[src/rtl/dlsc_pcie_s6_inbound_cpl_pkg.sv]
// Shared definitions for the inbound completion builder: TLP fmt/type codes,
// completion status codes, AXI response encodings, FSM state type and the
// request-info record carried from the dispatcher to the completion builder.
package dlsc_pcie_s6_inbound_cpl_pkg;

  // TLP fmt/type for completions (with and without payload)
  localparam logic [1:0] FMT_CPLD = 2'b10;
  localparam logic [1:0] FMT_CPL  = 2'b00;
  localparam logic [4:0] TYPE_CPL = 5'b01010;

  // Completion status field
  localparam logic [2:0] CPL_SC = 3'b000;
  localparam logic [2:0] CPL_UR = 3'b001;
  localparam logic [2:0] CPL_CA = 3'b100;

  // AXI response encodings
  localparam logic [1:0] AXI_OKAY   = 2'b00;
  localparam logic [1:0] AXI_EXOKAY = 2'b01;
  localparam logic [1:0] AXI_SLVERR = 2'b10;
  localparam logic [1:0] AXI_DECERR = 2'b11;

  typedef enum logic [2:0] {
    ST_IDLE,
    ST_H0,
    ST_H1,
    ST_H2,
    ST_DATA,
    ST_DROP
  } state_t;

  typedef struct packed {
    logic [15:0] req_id;
    logic [7:0]  tag;
    logic [2:0]  tc;
    logic [1:0]  attr;
  } info_t;

  // A zero-length OKAY fragment is a protocol violation upstream, so it is
  // reported as a completer abort rather than a successful completion.
  function automatic logic [2:0] cpl_status(input logic [1:0] resp, input logic [9:0] len);
    logic [2:0] st;
    st = CPL_UR;
    case (resp)
      AXI_OKAY:   st = (len == 10'd0) ? CPL_CA : CPL_SC;
      AXI_SLVERR: st = CPL_CA;
      AXI_EXOKAY: st = CPL_UR;
      AXI_DECERR: st = CPL_UR;
      default:    st = CPL_UR;
    endcase
    return st;
  endfunction

endpackage

[src/rtl/dlsc_rvh_fifo.sv]
// Generic ready/valid FIFO with first-word-fall-through read port.
// Ports: clk/rst (sync, active-high); in_* write side (in_ready_o = not full);
// out_* read side (out_valid_o = not empty, out_data_o = head entry).
module dlsc_rvh_fifo #(
  parameter int DATA  = 8,
  parameter int DEPTH = 16
) (
  input  logic            clk,
  input  logic            rst,
  input  logic            in_valid_i,
  output logic            in_ready_o,
  input  logic [DATA-1:0] in_data_i,
  output logic            out_valid_o,
  input  logic            out_ready_i,
  output logic [DATA-1:0] out_data_o
);

  localparam int AW = (DEPTH > 1) ? $clog2(DEPTH) : 1;
  localparam int CW = $clog2(DEPTH + 1);
  localparam logic [AW-1:0] PTR_LAST = AW'(DEPTH - 1);
  localparam logic [CW-1:0] CNT_FULL = CW'(DEPTH);

  logic [DATA-1:0] mem_q [DEPTH];
  logic [AW-1:0]   wr_ptr_q;
  logic [AW-1:0]   rd_ptr_q;
  logic [CW-1:0]   cnt_q;
  logic            push;
  logic            pop;

  assign in_ready_o  = (cnt_q != CNT_FULL);
  assign out_valid_o = (cnt_q != '0);
  assign out_data_o  = mem_q[rd_ptr_q];
  assign push        = in_valid_i && in_ready_o;
  assign pop         = out_valid_o && out_ready_i;

  always_ff @(posedge clk) begin
    if (rst) begin
      wr_ptr_q <= '0;
      rd_ptr_q <= '0;
      cnt_q    <= '0;
    end else begin
      if (push) wr_ptr_q <= (wr_ptr_q == PTR_LAST) ? '0 : wr_ptr_q + 1'b1;
      if (pop)  rd_ptr_q <= (rd_ptr_q == PTR_LAST) ? '0 : rd_ptr_q + 1'b1;
      cnt_q <= cnt_q + CW'(push) - CW'(pop);
    end
  end

  always_ff @(posedge clk) begin
    if (push) mem_q[wr_ptr_q] <= in_data_i;
  end

endmodule

[src/rtl/dlsc_pcie_s6_inbound_cpl.sv]
// Builds PCIe completion TLPs (CplD on success, Cpl with UR/CA on error) from
// read-stage fragments and per-request info, streaming them to the S6 TRN adapter.
// Ports: clk/rst (sync, active-high); completer_id; info_* request-info push;
// cpl_h_* fragment header; cpl_d_* fragment payload; tx_* TLP stream out.
// Optional macro DLSC_PCIE_S6_INBOUND_CPL_ERRCNT_EN adds the cpl_err_count port.
module dlsc_pcie_s6_inbound_cpl
  import dlsc_pcie_s6_inbound_cpl_pkg::*;
#(
  parameter int INFO_DEPTH = 16
) (
  input  logic        clk,
  input  logic        rst,
  input  logic [15:0] completer_id,
  output logic        info_ready,
  input  logic        info_valid,
  input  logic [15:0] info_req_id,
  input  logic [7:0]  info_tag,
  input  logic [2:0]  info_tc,
  input  logic [1:0]  info_attr,
  output logic        cpl_h_ready,
  input  logic        cpl_h_valid,
  input  logic [6:0]  cpl_h_addr,
  input  logic [9:0]  cpl_h_len,
  input  logic [11:0] cpl_h_bytes,
  input  logic        cpl_h_last,
  input  logic [1:0]  cpl_h_resp,
  output logic        cpl_d_ready,
  input  logic        cpl_d_valid,
  input  logic [31:0] cpl_d_data,
  input  logic        cpl_d_last,
  input  logic        tx_ready,
  output logic        tx_valid,
  output logic [31:0] tx_data,
  output logic        tx_sof,
`ifdef DLSC_PCIE_S6_INBOUND_CPL_ERRCNT_EN
  output logic [15:0] cpl_err_count,
`endif
  output logic        tx_eof
);

  // Request-info FIFO; the head entry stays put until the last fragment of
  // its request is done, so header DWs read it directly.
  info_t                   info_in;
  info_t                   info_out;
  logic [$bits(info_t)-1:0] info_out_vec;
  logic                    info_vld;
  logic                    info_pop;

  assign info_in  = '{req_id: info_req_id, tag: info_tag, tc: info_tc, attr: info_attr};
  assign info_out = info_t'(info_out_vec);

  dlsc_rvh_fifo #(
    .DATA  ($bits(info_t)),
    .DEPTH (INFO_DEPTH)
  ) u_info_fifo (
    .clk         (clk),
    .rst         (rst),
    .in_valid_i  (info_valid),
    .in_ready_o  (info_ready),
    .in_data_i   (info_in),
    .out_valid_o (info_vld),
    .out_ready_i (info_pop),
    .out_data_o  (info_out_vec)
  );

  state_t      state_q;
  logic        abort_q;
  logic        err_q;
  logic [2:0]  status_q;
  logic [6:0]  addr_q;
  logic [9:0]  len_q;
  logic [11:0] bytes_q;
  logic        last_q;
  logic        hrdy_q;
  logic        frag_done;

  // hrdy_q is the one-cycle completion pulse; during it the header input is
  // still the old fragment, so IDLE must not re-latch it.
  assign cpl_h_ready = hrdy_q;
  assign info_pop    = hrdy_q && last_q;

  // Payload-less fragments (len 0) have nothing to drain.
  always_comb begin
    frag_done = 1'b0;
    case (state_q)
      ST_H2:   frag_done = tx_ready && err_q && (len_q == 10'd0);
      ST_DATA: frag_done = cpl_d_valid && tx_ready && cpl_d_last;
      ST_DROP: frag_done = (len_q == 10'd0) || (cpl_d_valid && cpl_d_last);
      default: frag_done = 1'b0;
    endcase
  end

  always_ff @(posedge clk) begin
    if (rst) begin
      state_q  <= ST_IDLE;
      abort_q  <= 1'b0;
      err_q    <= 1'b0;
      status_q <= CPL_SC;
      addr_q   <= '0;
      len_q    <= '0;
      bytes_q  <= '0;
      last_q   <= 1'b0;
      hrdy_q   <= 1'b0;
    end else begin
      hrdy_q <= 1'b0;
      case (state_q)
        ST_IDLE: begin
          if (cpl_h_valid && info_vld && !hrdy_q) begin
            addr_q   <= cpl_h_addr;
            len_q    <= cpl_h_len;
            bytes_q  <= cpl_h_bytes;
            last_q   <= cpl_h_last;
            err_q    <= (cpl_h_resp != AXI_OKAY) || (cpl_h_len == 10'd0);
            status_q <= cpl_status(cpl_h_resp, cpl_h_len);
            // Fragments following an error in the same request are discarded.
            state_q  <= abort_q ? ST_DROP : ST_H0;
          end
        end
        ST_H0:   if (tx_ready) state_q <= ST_H1;
        ST_H1:   if (tx_ready) state_q <= ST_H2;
        ST_H2:   if (tx_ready) state_q <= err_q ? ST_DROP : ST_DATA;
        default: ;
      endcase
      if (frag_done) begin
        state_q <= ST_IDLE;
        hrdy_q  <= 1'b1;
        abort_q <= (abort_q || err_q) && !last_q;
      end
    end
  end

  // Header DWs; error completions carry no payload and no lower address.
  logic [31:0] dw0;
  logic [31:0] dw1;
  logic [31:0] dw2;

  assign dw0 = {1'b0, (err_q ? FMT_CPL : FMT_CPLD), TYPE_CPL, 1'b0, info_out.tc, 4'b0000,
                2'b00, info_out.attr, 2'b00, (err_q ? 10'd0 : len_q)};
  assign dw1 = {completer_id, status_q, 1'b0, bytes_q};
  assign dw2 = {info_out.req_id, info_out.tag, 1'b0, (err_q ? 7'd0 : addr_q)};

  // TX is decoded from the registered state so the payload can cut straight
  // through from cpl_d with no bubbles; stability under stall in DATA follows
  // from cpl_d holding while cpl_d_ready (= tx_ready) is low.
  always_comb begin
    tx_valid    = 1'b0;
    tx_data     = '0;
    tx_sof      = 1'b0;
    tx_eof      = 1'b0;
    cpl_d_ready = 1'b0;
    case (state_q)
      ST_H0: begin
        tx_valid = 1'b1;
        tx_sof   = 1'b1;
        tx_data  = dw0;
      end
      ST_H1: begin
        tx_valid = 1'b1;
        tx_data  = dw1;
      end
      ST_H2: begin
        tx_valid = 1'b1;
        tx_data  = dw2;
        tx_eof   = err_q;
      end
      ST_DATA: begin
        tx_valid    = cpl_d_valid;
        tx_data     = cpl_d_data;
        tx_eof      = cpl_d_last;
        cpl_d_ready = tx_ready;
      end
      ST_DROP: cpl_d_ready = (len_q != 10'd0);
      default: ;
    endcase
  end

`ifdef DLSC_PCIE_S6_INBOUND_CPL_ERRCNT_EN
  logic [15:0] err_cnt_q;

  assign cpl_err_count = err_cnt_q;

  always_ff @(posedge clk) begin
    if (rst) begin
      err_cnt_q <= '0;
    end else if (state_q == ST_H2 && tx_ready && err_q && err_cnt_q != 16'hFFFF) begin
      err_cnt_q <= err_cnt_q + 16'd1;
    end
  end
`endif

endmodule

[config.mk]
export PLATFORM = sky130hd
export DESIGN_NAME = dlsc_pcie_s6_inbound_cpl
export DESIGN_NICKNAME = d
export VERILOG_FILES = /design/src/rtl/dlsc_pcie_s6_inbound_cpl_pkg.sv /design/src/rtl/dlsc_rvh_fifo.sv /design/src/rtl/dlsc_pcie_s6_inbound_cpl.sv
export SDC_FILE = /design/constraint.sdc
export NUM_CORES = 1
export LEC_CHECK = 0
export BUFFER_PORTS_ARGS = -buffer_cell sky130_fd_sc_hd__buf_2
export CELL_PAD_IN_SITES_DETAIL_PLACEMENT = 1
export CELL_PAD_IN_SITES_GLOBAL_PLACEMENT = 2
export CORE_MARGIN = 4
export CORE_UTILIZATION = 41
export DETAILED_ROUTE_END_ITERATION = 8
export GPL_TIMING_DRIVEN = 0
export PLACE_DENSITY_LB_ADDON = 0.1
export SLEW_MARGIN = 20
export SYNTH_ARGS = -nofsm -noshare
export SYNTH_HDL_FRONTEND = slang
export SYNTH_SLANG_ARGS = --single-unit
[constraint.sdc]
create_clock -name clk -period 3.5 [get_ports clk]
set_input_delay 0.7 -clock clk [delete_from_list [all_inputs] [get_ports clk]]
set_output_delay 0.7 -clock clk [all_outputs]
set_load 0.02 [all_outputs]
# ---- Yosys cells after proc, flatten, opt, wreduce, memory -nomap -nowiden
# Memories as Yosys holds them, arrays and structs flattened. A register that Yosys moved wholly into a read port is not among the register bits.
# Index checks and enable logic that the tools add are counted.
dict set report op_classes {
  addsub 4
  n_mux 25
  n_reduce_logical 29
  eq_ne 15
}
# op n
set op_table {}
lappend op_table {{one-hot mux 32 bit (4 select lines)} 1}
lappend op_table {{zero test 10 bit} 2}
lappend op_table {{two-way mux 3 bit} 6}
lappend op_table {{two-way mux 4 bit} 4}
lappend op_table {{one-hot mux 3 bit (4 select lines)} 1}
lappend op_table {{logical AND 1 bit} 11}
lappend op_table {{two-way mux 10 bit} 1}
lappend op_table {{nonzero test 10 bit} 1}
lappend op_table {{one-hot mux 3 bit (3 select lines)} 1}
lappend op_table {{adder 4 x 1 -> 4 bit (second input constant)} 2}
lappend op_table {{== test 4 bit (second input constant)} 2}
lappend op_table {{!= test 2 bit (second input constant)} 4}
lappend op_table {{two-way mux 7 bit} 1}
lappend op_table {{== test 3 x 2 -> 1 bit (second input constant)} 2}
lappend op_table {{== test 3 bit (second input constant)} 2}
lappend op_table {{one-hot mux 1 bit (2 select lines)} 3}
lappend op_table {{adder 5 x 1 -> 5 bit} 1}
lappend op_table {{two-way mux 1 bit} 5}
lappend op_table {{!= test 5 bit (second input constant)} 1}
lappend op_table {{AND reduction 5 bit} 1}
lappend op_table {{nonzero test 5 bit} 1}
lappend op_table {{subtractor 5 x 1 -> 5 bit} 1}
lappend op_table {{== test 2 bit (second input constant)} 2}
lappend op_table {{nonzero test 4 bit} 1}
lappend op_table {{other kinds (12)} 16}
dict set report word_totals {
  register_bits 52
  word_cells 86
  mem_bits_rw 464
  out_inout_bits 38
  mem_count 1
  input_bits 116
}
# name words width rd rd_clocked_by_memory_dff write_ports line_no
set mem_list {}
lappend mem_list {u_info_fifo.mem_q 16 29 1 1 1 dlsc_rvh_fifo.sv:23} ;# logic [DATA-1:0] mem_q [DEPTH];

# ---- Depth between registers and ports, before layout
dict set report logic_depth {
  word_depth 5
  depth_mapped 15
  ltp_nobuf 14
}

# ---- Hierarchy
# A second synthesis with hierarchy kept.
dict set report hier_totals {
  hier_cells 1134
  area_unflattened_um2 20604.8
}
# mod area_each_um2 seq_area_each_um2 cells_per_inst instances
set by_module_without_submodules {}
lappend by_module_without_submodules {dlsc_rvh_fifo 18273.8 14273.7 823 1}
lappend by_module_without_submodules {dlsc_pcie_s6_inbound_cpl 2331.0 760.7 311 1}

# ---- Least setup slack after synthesis
# Ideal clock, no wire load.
dict set report synth_timing {
  path_type {reg-to-reg}
  start {register u_info_fifo.cnt_q[2]}
  end {memory u_info_fifo.mem_q[3][0] (netlist name) (enable)}
  synth_period_minus_slack_ns 3.712
  setup_ns 0.451
  path_buffers 1
  arrival_time_ns 3.261
  slack_ns -0.212
  t_required_ns 3.049
  path_stages_with_launch 8
  path_cell_list {dfxtp_1 inv_1 ha_1 nand4bb_1 and2_1 buf_2 nand2_1 nor3_1}
}
dict set report synth_via {
  elab_chain_len 4
}
# element line_no
set synth_lines {}
lappend synth_lines {{start, declared} dlsc_rvh_fifo.sv:26} ;# logic [CW-1:0] cnt_q;
lappend synth_lines {{start signal, assigned} dlsc_rvh_fifo.sv:44} ;# cnt_q <= cnt_q + CW'(push) - CW'(pop);
lappend synth_lines {{!= test 5 bit} dlsc_rvh_fifo.sv:30} ;# assign in_ready_o = (cnt_q != CNT_FULL);
lappend synth_lines {{net info_ready} dlsc_pcie_s6_inbound_cpl.sv:14} ;# output logic info_ready,
lappend synth_lines {{logical AND 1 bit} dlsc_rvh_fifo.sv:33} ;# assign push = in_valid_i && in_ready_o;
lappend synth_lines {{net u_info_fifo.push} dlsc_rvh_fifo.sv:27} ;# logic push;
lappend synth_lines {{two-way mux 1 bit} dlsc_rvh_fifo.sv:49} ;# if (push) mem_q[wr_ptr_q] <= in_data_i;
lappend synth_lines {{two-way mux 1 bit (implied by the code)} dlsc_rvh_fifo.sv:49}
lappend synth_lines {{end, declared} dlsc_rvh_fifo.sv:23}
# The timed path passes the listed nets, and every way through them passes these cells.

==> flow_metrics.tcl <==
set metrics [dict create \
    status "finished with violations" \
    violations "negative setup slack" \
    cts_tree "done" \
    ys_seq_area_share_pct 72.86 \
    grt_usage_pct 22.46 \
    ir_drop_mv 0.4009 \
    path_class "register to output pin" \
    cts-root-buf "clkbuf_16" \
    critPathCaptureType "output pin" \
    path_cells "buf_12, buf_12, mux4_2, mux2_4, o211ai_1, o311ai_2, buf_4" \
    clkTransAtPathRegs_ns 0.06 \
    grt_overflow 0 \
    path_delay_family "multiplexers" \
    p_int_mw 11.04 \
    dp_hpwl_um 40390 \
    grt_pass1_wl_um 87650 \
    synth_ff_type "edfxtp_1" \
    gp_congestion 0.7594 \
    first_global_vias 12630 \
    slew_viol_final 0 \
    clkPwrFrac_pct 40.3 \
    synth_seq_cells 519 \
    worstMarginPinSlew_ns 0.8811 \
    synth_top_area_share_pct 67.53 \
    p_sw_mw 3.639 \
    critPathLaunchType "register" \
    fmax_ghz 0.2803 \
    drtIter0Drc 1044 \
    viasPerCell 5.615 \
    p_comb_share_pct 11.4 \
    hold_path_depth 3 \
    p_leak_nw 8.289 \
    yosys_warnings 0 \
    synth_area_um2 20630 \
    cp_common_cell "buf_12" \
    nFillCells 4578 \
    worstPathArrival_ns 2.87 \
    design_area_um2 25340 \
    clk_latency_ns 0.62 \
    num-nets-final 1506 \
    timing.final.crit_share_pct 101.9 \
    rsz0062_at_grt "true" \
    grt_max_degree 18 \
    setup_violations 2 \
    numCtsBuffers 54 \
    num_rows 81 \
    swShare_pct 24.79 \
    hold_violations 0 \
    area_growth_pct 22.79 \
    routed_wirelength_um 59730 \
    clock_skew_ns 0.02828 \
    dp.cells 1981 \
    cap_viol_max_count 0 \
    ys_types 55 \
    p_seq_share_pct 48.3 \
    drive_gt1_share_pct 35.30 \
    drc_errors 0 \
    cts_buffer_depth 3 \
    vias 11730 \
    hold_class "input port to register" \
    slew_headroom_pct 41.26 \
    antenna_found_initial 3 \
    synth-async-reset-ratio_pct 0 \
    hold_ws_ns 0.3334 \
    die-area_um2 53980 \
    cp_max_fo 6 \
    io_pins 154 \
    postSynthAreaPerCell_um2 18.18 \
    slowest_delay_ns 0.50 \
    hold_buffers 0 \
    h-tree-depth 2 \
    dr.pass1.iters 5 \
    synthesis.nets 1263 \
    dpl_worst_slack_ns -0.3787 \
    wire_per_inst_um 28.61 \
    min_period_ns 3.568 \
    path_buf_inv 3 \
    synth_top_area_cell "edfxtp_1" \
    ff2ff_path_depth 15 \
    antenna_left 0 \
    required_ns 2.80 \
    ys_top_cells_by_count "edfxtp_1, mux4_2, nand2_1" \
    critPathSlowestCell "mux4_2" \
    synthMostInstantiatedCell "edfxtp_1" \
    power.density_nw_per_um2 579.5 \
    core_area_um2 49360 \
    final_cell_count_no_fill 2088 \
    ys_top_cells_by_area "edfxtp_1, mux4_2, dfxtp_1" \
    die_h_um 232.3 \
    syn_inst 1135 \
    cts.sinks 519 \
    crit_cells 7 \
    synth_edf_count 464 \
    placement.io_buffers 152 \
    placed_cell_area_um2 22990 \
    setup_slack_ns -0.06791 \
    die_width_um 232.3 \
    start_util_pct 41.81 \
]
==> timing repair <==
item                       in CTS  in global routing
gates cloned                    2                  0
setup buffers                   4                  0
resized for setup              86                 41
pin swaps                       8                  7
setup endpoints to repair      25                 26
==> cell type report <==
type / instances / area, um2 / share of cell area (%)
tap: 664 / 830.8 / 3.279
buffer: 73 / 559.3 / 2.207
clock buffer: 59 / 1401 / 5.531
clock inverter: 41 / 411.6 / 1.625
multi-input combinational: 530 / 5540 / 21.87
inverter: 12 / 46.29 / 0.1827
sequential: 519 / 15040 / 59.36
timing repair buffer: 188 / 1503 / 5.931
antenna: 2 / 5.005 / 0.01975
==> logic make-up after synthesis <==
group	synth area share [%]
compound gates	5.882
xor+xnor	0.2547
fa+ha+maj	0.7640
buf+inv	2.092
flops	72.86
mux	14.13
simple gates	4.014
==> sequential cells by signal, summed over array words and instances, names as in the netlist, named ones only <==
name / flops
abort_q: 1
addr_q: 7
bytes_q: 12
cpl_h_ready: 1
err_q: 1
last_q: 1
len_q: 10
state_q: 3
status_q: 2
u_info_fifo.cnt_q: 5
u_info_fifo.mem_q: 464
u_info_fifo.rd_ptr_q: 4
u_info_fifo.wr_ptr_q: 4
==> metrics by stage <==
stage                     util [%]  setup TNS, ns  total power, mW
after floorplan                  -              0            8.099
after global routing         51.33        -0.4399            15.27
after CTS                    50.98        -0.5684            14.80
final                        51.33        -0.1264            14.68
after global placement       45.07        -581.83            8.750
after detailed placement     46.58        -0.4234            8.846
==> layer usage <==
layer / vias to the layer above / part of all wire, % / track usage (%)
met4: 2 / 1.3 / 4.110
met1: 6216 / 44 / 30.83
met2: 313 / 50 / 38.00
met3: 57 / 5.4 / 4.416
met5: - / 0.022 / 0
li1: 5137 / - / -
==> power by group through the flow <==
stage / clock (mW) / sequential (mW) / combinational (mW)
2_1_floorplan: 0 / 7.19 / 0.909
3_3_place_gp: 0 / 7.23 / 1.52
3_5_place_dp: 0 / 7.23 / 1.62
4_1_cts: 6.03 / 7.10 / 1.67
5_1_grt: 6.32 / 7.12 / 1.84
6_report: 5.91 / 7.10 / 1.67
==> layout by cell type, fill, tap and decap left out, types with 11 or more instances in the layout <==
| cell | n |
|---|---|
| clkinv_1 | 15 |
| buf_2 | 160 |
| a21oi_1 | 44 |
| clkinv_2 | 15 |
| nor2_1 | 33 |
| clkbuf_16 | 55 |
| inv_1 | 11 |
| o21ai_1 | 14 |
| buf_16 | 14 |
| nor2_4 | 12 |
| mux2i_1 | 25 |
| clkbuf_1 | 17 |
| a22oi_1 | 23 |
| edfxtp_1 | 464 |
| mux4_2 | 112 |
| dfxtp_1 | 53 |
| buf_12 | 15 |
| a221oi_2 | 14 |
| buf_4 | 20 |
| a22o_1 | 14 |
| ha_1 | 11 |
| nand2_1 | 85 |
| buf_8 | 11 |
| a32oi_1 | 14 |
==> worst min-delay path, stage by stage <==
cell and delay, ns:
buf_2 0.10, nand2_1 0.05, a21oi_1 0.05
==> final timing paths <==
path | from | end | slack (ns)
worst max register to register | u_info_fifo.cnt_q[3]$_SDFF_PP0_ | u_info_fifo.cnt_q[4]$_SDFF_PP0_ | 0.26
worst min-delay path | cpl_h_addr[0] | addr_q[0]$_SDFFE_PP0P_ | 0.33
worst max-delay path | register | tx_data[20] | -0.07
worst min register to register | addr_q[1]$_SDFFE_PP0P_ | addr_q[1]$_SDFFE_PP0P_ | 0.46
Power figures use the tool's default switching activity.
